**src/rtl/pe_ctrl_pkg.sv**
```systemverilog
// Controller-local types: FSM state encoding and array sizing helpers.
package pe_ctrl_pkg;

    typedef enum logic [1:0] {
        ST_IDLE = 2'd0,
        ST_LOAD = 2'd1,
        ST_RUN  = 2'd2,
        ST_READ = 2'd3
    } pe_ctrl_state_e;

    function automatic int cell_count(input int rows, input int cols);
        return rows * cols;
    endfunction

    // Index width that stays legal for a single-entry dimension.
    function automatic int idx_bits(input int n);
        return (n > 1) ? $clog2(n) : 1;
    endfunction

endpackage

```
**src/rtl/pe_decs.sv**
```systemverilog
// Shared PE command and cell-state encodings used by the controller and the PE array.
package pe_decs;

    localparam int PE_CMD_BITS = 2;
    localparam logic [PE_CMD_BITS-1:0] PE_CMD_NOP     = 2'd0;
    localparam logic [PE_CMD_BITS-1:0] PE_CMD_WRITE   = 2'd1;
    localparam logic [PE_CMD_BITS-1:0] PE_CMD_PROCESS = 2'd2;

    localparam int PE_STATE_BITS = 1;
    localparam logic [PE_STATE_BITS-1:0] PE_STATE_DEAD  = 1'b0;
    localparam logic [PE_STATE_BITS-1:0] PE_STATE_ALIVE = 1'b1;

endpackage

```
**src/rtl/pe_array_ctrl_if.sv**
```systemverilog
// Host-side command and data port of pe_array_ctrl; GEN_BITS must match the controller.
interface pe_array_ctrl_if
    import pe_decs::*;
#(
    parameter int GEN_BITS = 16
);

    // A beat transfers on a rising clk edge where valid && ready are both high;
    // the sender holds data stable while valid is high and ready is low.
    logic                     load_start;
    logic [PE_STATE_BITS-1:0] load_data;
    logic                     load_valid;
    logic                     load_ready;

    logic                     run_start;
    logic [GEN_BITS-1:0]      run_gens;

    logic                     read_start;
    logic [PE_STATE_BITS-1:0] rd_data;
    logic                     rd_valid;
    logic                     rd_ready;

    modport master (
        output load_start, load_data, load_valid, run_start, run_gens, read_start, rd_ready,
        input  load_ready, rd_data, rd_valid
    );

    modport slave (
        input  load_start, load_data, load_valid, run_start, run_gens, read_start, rd_ready,
        output load_ready, rd_data, rd_valid
    );

endinterface

```
**src/rtl/pe_scan_ctr.sv**
```systemverilog
// Row-major cell scanner shared by array load and readout: column wraps first, then row.
module pe_scan_ctr
    import pe_ctrl_pkg::*;
#(
    parameter int  ROWS      = 8,
    parameter int  COLS      = 8,
    localparam int CELL_BITS = idx_bits(cell_count(ROWS, COLS))
) (
    input  logic                 clk,
    input  logic                 rst,
    input  logic                 clr,
    input  logic                 adv,
    output logic                 last,
    output logic [ROWS-1:0]      row_oh,
    output logic [COLS-1:0]      col_oh,
    output logic [CELL_BITS-1:0] cell_idx
);

    localparam int RB = idx_bits(ROWS);
    localparam int CB = idx_bits(COLS);

    logic [RB-1:0]        row_q, row_d;
    logic [CB-1:0]        col_q, col_d;
    logic [CELL_BITS-1:0] cell_q, cell_d;
    logic                 row_last;
    logic                 col_last;

    assign row_last = (row_q == RB'(ROWS - 1));
    assign col_last = (col_q == CB'(COLS - 1));
    assign last     = row_last && col_last;
    assign cell_idx = cell_q;

    always_comb begin
        row_d  = row_q;
        col_d  = col_q;
        cell_d = cell_q;
        if (clr) begin
            row_d  = '0;
            col_d  = '0;
            cell_d = '0;
        end else if (adv) begin
            if (col_last) begin
                col_d = '0;
                row_d = row_last ? '0 : row_q + 1'b1;
            end else begin
                col_d = col_q + 1'b1;
            end
            cell_d = last ? '0 : cell_q + 1'b1;
        end
    end

    always_comb begin
        row_oh = '0;
        col_oh = '0;
        for (int i = 0; i < ROWS; i++) begin
            row_oh[i] = (row_q == RB'(i));
        end
        for (int j = 0; j < COLS; j++) begin
            col_oh[j] = (col_q == CB'(j));
        end
    end

    always_ff @(posedge clk) begin
        if (rst) begin
            row_q  <= '0;
            col_q  <= '0;
            cell_q <= '0;
        end else begin
            row_q  <= row_d;
            col_q  <= col_d;
            cell_q <= cell_d;
        end
    end

endmodule

```
**src/rtl/pe_array_ctrl.sv**
```systemverilog
// Sequencer for a ROWS x COLS PE array: pattern load, generation run and readout.
// Define PE_CTRL_EARLY_STOP_EN to end a run on the first PROCESS cycle with array_active low.
module pe_array_ctrl
    import pe_decs::*;
    import pe_ctrl_pkg::*;
#(
    parameter int ROWS     = 8,
    parameter int COLS     = 8,
    parameter int GEN_BITS = 16
) (
    input  logic                     clk,
    input  logic                     rst,
    pe_array_ctrl_if.slave           host,
    output logic                     busy,
    output logic                     done,
    output logic [GEN_BITS-1:0]      gen_count,
    output logic [PE_CMD_BITS-1:0]   cmd,
    output logic [ROWS-1:0]          rsel_i,
    output logic [COLS-1:0]          csel_i,
    output logic [ROWS-1:0]          rsel_o,
    output logic [COLS-1:0]          csel_o,
    output logic [PE_STATE_BITS-1:0] state_in,
    input  logic [PE_STATE_BITS-1:0] array_state_out,
    input  logic                     array_active,
    output pe_ctrl_state_e           dbg_state,
    output logic [idx_bits(cell_count(ROWS, COLS))-1:0] dbg_cell
);

    pe_ctrl_state_e      state_q, state_d;
    logic [GEN_BITS-1:0] gen_q, gen_d;
    logic [GEN_BITS-1:0] tgt_q, tgt_d;
    logic [GEN_BITS-1:0] gen_inc;
    logic                stop_early;

    logic                scan_clr;
    logic                scan_adv;
    logic                scan_last;
    logic [ROWS-1:0]     scan_row_oh;
    logic [COLS-1:0]     scan_col_oh;

    pe_scan_ctr #(
        .ROWS (ROWS),
        .COLS (COLS)
    ) u_scan (
        .clk      (clk),
        .rst      (rst),
        .clr      (scan_clr),
        .adv      (scan_adv),
        .last     (scan_last),
        .row_oh   (scan_row_oh),
        .col_oh   (scan_col_oh),
        .cell_idx (dbg_cell)
    );

`ifdef PE_CTRL_EARLY_STOP_EN
    assign stop_early = ~array_active;
`else
    logic unused_active;
    assign unused_active = array_active;
    assign stop_early    = 1'b0;
`endif

    // The counter sticks at all-ones instead of wrapping back to zero.
    assign gen_inc   = (&gen_q) ? gen_q : gen_q + 1'b1;
    assign gen_count = gen_q;
    assign dbg_state = state_q;
    assign busy      = ~rst && (state_q != ST_IDLE);

    always_comb begin
        state_d         = state_q;
        gen_d           = gen_q;
        tgt_d           = tgt_q;
        cmd             = PE_CMD_NOP;
        rsel_i          = '0;
        csel_i          = '0;
        rsel_o          = '0;
        csel_o          = '0;
        state_in        = '0;
        host.load_ready = 1'b0;
        host.rd_valid   = 1'b0;
        host.rd_data    = '0;
        done            = 1'b0;
        scan_clr        = 1'b0;
        scan_adv        = 1'b0;
        // While rst is high every output is quiet, so an abort issues nothing further.
        if (!rst) begin
            unique case (state_q)
                ST_IDLE: begin
                    if (host.load_start) begin
                        state_d  = ST_LOAD;
                        scan_clr = 1'b1;
                    end else if (host.run_start) begin
                        state_d = ST_RUN;
                        gen_d   = '0;
                        tgt_d   = host.run_gens;
                    end else if (host.read_start) begin
                        state_d  = ST_READ;
                        scan_clr = 1'b1;
                    end
                end
                ST_LOAD: begin
                    host.load_ready = 1'b1;
                    if (host.load_valid) begin
                        cmd      = PE_CMD_WRITE;
                        rsel_i   = scan_row_oh;
                        csel_i   = scan_col_oh;
                        state_in = host.load_data;
                        scan_adv = 1'b1;
                        if (scan_last) begin
                            done    = 1'b1;
                            state_d = ST_IDLE;
                        end
                    end
                end
                ST_RUN: begin
                    // Only a zero-generation run reaches RUN with the target already met.
                    if (gen_q == tgt_q) begin
                        done    = 1'b1;
                        state_d = ST_IDLE;
                    end else begin
                        cmd   = PE_CMD_PROCESS;
                        gen_d = gen_inc;
                        if ((gen_inc == tgt_q) || stop_early) begin
                            done    = 1'b1;
                            state_d = ST_IDLE;
                        end
                    end
                end
                ST_READ: begin
                    host.rd_valid = 1'b1;
                    rsel_o        = scan_row_oh;
                    csel_o        = scan_col_oh;
                    host.rd_data  = array_state_out;
                    if (host.rd_ready) begin
                        scan_adv = 1'b1;
                        if (scan_last) begin
                            done    = 1'b1;
                            state_d = ST_IDLE;
                        end
                    end
                end
                default: state_d = ST_IDLE;
            endcase
        end
    end

    always_ff @(posedge clk) begin
        if (rst) begin
            state_q <= ST_IDLE;
            gen_q   <= '0;
            tgt_q   <= '0;
        end else begin
            state_q <= state_d;
            gen_q   <= gen_d;
            tgt_q   <= tgt_d;
        end
    end

endmodule

```
**src/flat_wrapper.sv**
```systemverilog
// flat-port wrapper written by rule: the top's interface ports become plain ports
module pe_array_ctrl_flat import pe_decs::*; import pe_ctrl_pkg::*;
#(
    parameter int ROWS     = 8,
    parameter int COLS     = 8,
    parameter int GEN_BITS = 16
)
  (clk, rst, busy, done, gen_count, cmd, rsel_i, csel_i, rsel_o, csel_o, state_in, array_state_out, array_active, dbg_state, dbg_cell, host_load_start, host_load_data, host_load_valid, host_run_start, host_run_gens, host_read_start, host_rd_ready, host_load_ready, host_rd_data, host_rd_valid);
  pe_array_ctrl_if #(.GEN_BITS(GEN_BITS)) host_i ();
  input  logic clk;
  input  logic rst;
  output logic busy;
  output logic done;
  output logic [GEN_BITS-1:0] gen_count;
  output logic [PE_CMD_BITS-1:0] cmd;
  output logic [ROWS-1:0] rsel_i;
  output logic [COLS-1:0] csel_i;
  output logic [ROWS-1:0] rsel_o;
  output logic [COLS-1:0] csel_o;
  output logic [PE_STATE_BITS-1:0] state_in;
  input  logic [PE_STATE_BITS-1:0] array_state_out;
  input  logic array_active;
  output pe_ctrl_state_e dbg_state;
  output logic [idx_bits(cell_count(ROWS, COLS))-1:0] dbg_cell;
  input wire logic [$bits(host_i.load_start)-1:0] host_load_start;
  input wire logic [$bits(host_i.load_data)-1:0] host_load_data;
  input wire logic [$bits(host_i.load_valid)-1:0] host_load_valid;
  input wire logic [$bits(host_i.run_start)-1:0] host_run_start;
  input wire logic [$bits(host_i.run_gens)-1:0] host_run_gens;
  input wire logic [$bits(host_i.read_start)-1:0] host_read_start;
  input wire logic [$bits(host_i.rd_ready)-1:0] host_rd_ready;
  output wire logic [$bits(host_i.load_ready)-1:0] host_load_ready;
  output wire logic [$bits(host_i.rd_data)-1:0] host_rd_data;
  output wire logic [$bits(host_i.rd_valid)-1:0] host_rd_valid;
  assign host_i.load_start = host_load_start;
  assign host_i.load_data = host_load_data;
  assign host_i.load_valid = host_load_valid;
  assign host_i.run_start = host_run_start;
  assign host_i.run_gens = host_run_gens;
  assign host_i.read_start = host_read_start;
  assign host_i.rd_ready = host_rd_ready;
  assign host_load_ready = host_i.load_ready;
  assign host_rd_data = host_i.rd_data;
  assign host_rd_valid = host_i.rd_valid;
  pe_array_ctrl #(.ROWS(ROWS), .COLS(COLS), .GEN_BITS(GEN_BITS)) u_core (.clk(clk), .rst(rst), .host(host_i), .busy(busy), .done(done), .gen_count(gen_count), .cmd(cmd), .rsel_i(rsel_i), .csel_i(csel_i), .rsel_o(rsel_o), .csel_o(csel_o), .state_in(state_in), .array_state_out(array_state_out), .array_active(array_active), .dbg_state(dbg_state), .dbg_cell(dbg_cell));
endmodule
```
**config.mk**
```make
export PLATFORM = sky130hd
export DESIGN_NAME = pe_array_ctrl_flat
export DESIGN_NICKNAME = d
export VERILOG_FILES = /design/src/rtl/pe_ctrl_pkg.sv /design/src/rtl/pe_decs.sv /design/src/rtl/pe_array_ctrl_if.sv /design/src/rtl/pe_scan_ctr.sv /design/src/rtl/pe_array_ctrl.sv /design/src/flat_wrapper.sv
export SDC_FILE = /design/constraint.sdc
export NUM_CORES = 1
export LEC_CHECK = 0
export CORE_MARGIN = 2
export CORE_UTILIZATION = 49
export DETAILED_ROUTE_END_ITERATION = 10
export GPL_TIMING_DRIVEN = 1
export HOLD_SLACK_MARGIN = 0.12
export PLACE_DENSITY = 0.82
export SETUP_SLACK_MARGIN = 0.4
export SLEW_MARGIN = 10
export SYNTH_ARGS = -nofsm -noshare
export SYNTH_HDL_FRONTEND = slang
export SYNTH_HIERARCHICAL = 1
export SYNTH_SLANG_ARGS = --single-unit
export TNS_END_PERCENT = 100
```
**constraint.sdc**
```tcl
create_clock -name clk -period 4 [get_ports clk]
set_clock_uncertainty 0.1 [all_clocks]
set_input_delay 0.8 -clock clk [delete_from_list [all_inputs] [get_ports clk]]
set_output_delay 0.8 -clock clk [all_outputs]
set_load 0.03 [all_outputs]
```
==> qor.csv <==
stage,metric,value,unit
run_status,status,completed,
setup_path,timing.rr.end,u_core/dbg_state[0]$_SDFFE_PP0P_,
setup_path,r2r_slack,0.29,ns
cells_and_area,drive_gt1_share,22.8,%
floorplanning,die_x,85.4,um
logic_synthesis,syn_area_per_cell,7.68,um2
sta,fmax,256,MHz
logic_synthesis,synth_flop_cell,dfxtp_1,
logic_synthesis,synth_top_area_cell,dfxtp_1,
logic_synthesis,ys_ff_latch,46,
sta,whs,0.373,ns
setup_path,critPathLaunchType,register,
floorplanning,core-area,0.00639,mm2
worst_hold_path,hold_end,u_core/tgt_q[6]$_SDFFE_PP0P_,
floorplanning,ios,90,
setup_path,cp-end-kind,output pin,
sta,fin_crit,3.91,ns
cells_and_area,final_area,0.00457,mm2
cells_and_area,fin_util,71.5,%
logic_synthesis,yosysWarningCount,6,
floorplanning,die_y,85.4,um
drt,first_iter_violations,296,
global_routing,grt_max_degree,21,
worst_hold_path,min-delay-start,u_core/tgt_q[6]$_SDFFE_PP0P_,
sta,rsz0062_at_grt,yes,
global_routing,track_usage,24.9,%
job,cap_violations,0,
logic_synthesis,ys_seq_area_share,28.4,%
logic_synthesis,synth_commonest_cells,"57 x nand2_1, 46 x dfxtp_1, 31 x nor2_1",
sta,worst_pin_slew,0.666,ns
placed_design,port_buffers,88,
clocking,path_clk_slew,0.09,ns
clocking,clockBufferDepth,2,
sta,finalSetupViolations,0,
logic_synthesis,synthTopCellsByArea,"dfxtp_1 28%, ha_1 7.7%, nand2_1 6.6%",
drt,drc,0,
setup_path,cp_data_required_time,3.10,ns
clocking,numCtsBuffers,5,
clocking,cts_root_buf,clkbuf_8,
setup_path,crit_arrival,3.01,ns
placed_design,place.gp.congestion,0.942,
setup_path,path_max_fanout,12,
global_routing,grt_pass1_wl,14900,um
global_routing,antenna_found_initial,0,
logic_synthesis,synthCells,423,
drt,ant_nets,0,
logic_synthesis,synth_top_area_share,28.4,%
logic_synthesis,synth_most_common_cell,nand2_1,
clocking,h-tree-depth,2,
logic_synthesis,synth.cell_area,0.00325,mm2
power,p_leak,1.93,nW
clocking,cts.sinks,46,
logic_synthesis,synth_nets,469,
worst_hold_path,hold_path_class,reg2reg,
drt,viasPerCell,5.82,
cells_and_area,fin_nets,571,
setup_path,rr_worst_depth,17,
sta,slew_headroom,55.6,%
drt,dr.pass1.iters,6,
worst_hold_path,hold_depth,2,
setup_path,r2r_start,u_core/gen_count[9]$_SDFFE_PP0P_,
global_routing,grt_overflow,0,
floorplanning,fp.dieArea,0.00730,mm2
clocking,clk_latency,0.30,ns
placed_design,hpwl,6400,um
setup_path,critical_path_class,reg2out,
sta,slew_viol_final,0,
logic_synthesis,synth_edf_count,0,
floorplanning,rows,29,
floorplanning,start_util,50.9,%
drt,wl,9650,um
cells_and_area,fillers,492,
power,irDropWorstVdd,0.200,mV
sta,final_hold_viol_count,0,
drt,vias,3507,
cells_and_area,syn_to_final_growth,40.6,%
global_routing,grt_pass1_vias,3224,
logic_synthesis,yosysUniqueCellTypes,51,
cells_and_area,insertedDiodeCount,0,
drt,wl_per_cell,16.0,um
clocking,cts_hold_buf,0,
power,power_density,320,mW/mm2
clocking,cts_tree,yes,
logic_synthesis,synthArstFlopShare,0,%
placed_design,placed_area,0.00412,mm2
sta,period_share,97.7,%
power breakdown:
part	switching, W	leakage (nW)	internal (W)
Combinational	0.000355	1.51	0.000267
Clock	0.000168	0.0478	0.000142
Sequential	0.0000383	0.380	0.000490
timing repair:
item | CTS | global route
resized for setup | 31 | 15
endpoints found under the setup margin | 2 | 4
setup buffers | 16 | 4
pin swaps | 6 | 11
how the worst max path moves through the flow:
| stage | slack, ns | startpoint | end | depth (start not counted) |
|---|---|---|---|---|
| final | 0.09 | u_core/gen_count[8]$_SDFFE_PP0P_ | done | 9 |
| after global routing | -0.009 | u_core/gen_count[0]$_SDFFE_PP0P_ | done | 10 |
| after CTS | 0.34 | u_core/gen_count[1]$_SDFFE_PP0P_ | done | 11 |
| after detailed placement | 0.32 | u_core/gen_count[7]$_SDFFE_PP0P_ | done | 9 |
| after global placement | 0.38 | u_core/gen_count[7]$_SDFFE_PP0P_ | done | 9 |
| after floorplan | 0.43 | u_core/gen_count[7]$_SDFFE_PP0P_ | done | 10 |
cells by family after synthesis:
logic type / after synthesis / synth area share (%)
simple gates: 203 / 32.6
compound gates: 61 / 11.7
flops: 46 / 28.4
buf+inv: 43 / 5.78
xor+xnor: 40 / 10.8
fa+ha+maj: 20 / 7.70
mux: 10 / 3.08
placed cells by master, fill, tap and decap left out, types with 3 or more instances in the layout:
master / count
xor2_1: 19
nor4_1: 3
dfxtp_4: 5
nand2_1: 57
nand2b_1: 4
nor4_2: 3
or3_1: 4
nor3_1: 7
nand4_1: 11
clkbuf_8: 6
nor2b_1: 8
and3_1: 17
o21ai_1: 3
ha_1: 19
dfxtp_2: 7
xnor2_1: 19
a21oi_1: 27
dfxtp_1: 34
nor2_1: 30
nand3_1: 11
clkdlybuf4s50_1: 49
buf_4: 70
nor3_2: 3
and2_1: 27
a211oi_1: 3
inv_1: 15
mux2i_1: 9
o21ai_0: 6
worst max-delay path, cell delays in order (launching register included):
cell and delay [ns]:
dfxtp_2 0.48, inv_1 0.12, or4_4 0.58, xnor2_1 0.16
o31ai_1 0.34, nand4_1 0.20, or3_4 0.41, a21oi_2 0.15
a31o_2 0.13, buf_6 0.13
state kept, by name, summed over array words and instances (netlist names):
register	cells
u_core/gen_count	16
u_core/u_scan/cell_idx	6
u_core/dbg_state	2
u_core/u_scan/col_q	3
u_core/tgt_q	16
u_core/u_scan/row_q	3
layout make-up:
type	instances	area (um2)	share of cell area, %
Clock inverter	2	16.3	0.356
Sequential cell	46	948	20.8
Inverter	15	56.3	1.23
Multi-Input combinational cell	334	2300	50.3
Tap cell	77	96.3	2.11
Timing Repair Buffer	123	1070	23.4
Clock buffer	6	82.6	1.81
layer usage:
metal	up-vias	share of wire (%)	global-route usage (%)
li1	1653	-	-
met1	1602	39	29.2
met2	212	48	43.3
met3	40	9.6	5.64
met4	0	3.1	10.8
met5	-	0	0
per-stage QoR:
step	worst slack (ns)	instances	setup TNS (ns)	total power, W
3_3_place_gp	0.382	575	0	0.00103
5_1_grt	-0.00942	603	-0.00942	0.00154
4_1_cts	0.339	599	0	0.00143
6_report	0.0937	603	0	0.00146
3_5_place_dp	0.315	575	0	0.00104
2_1_floorplan	0.427	423	0	0.000879
(Power assumes the default switching activity.)
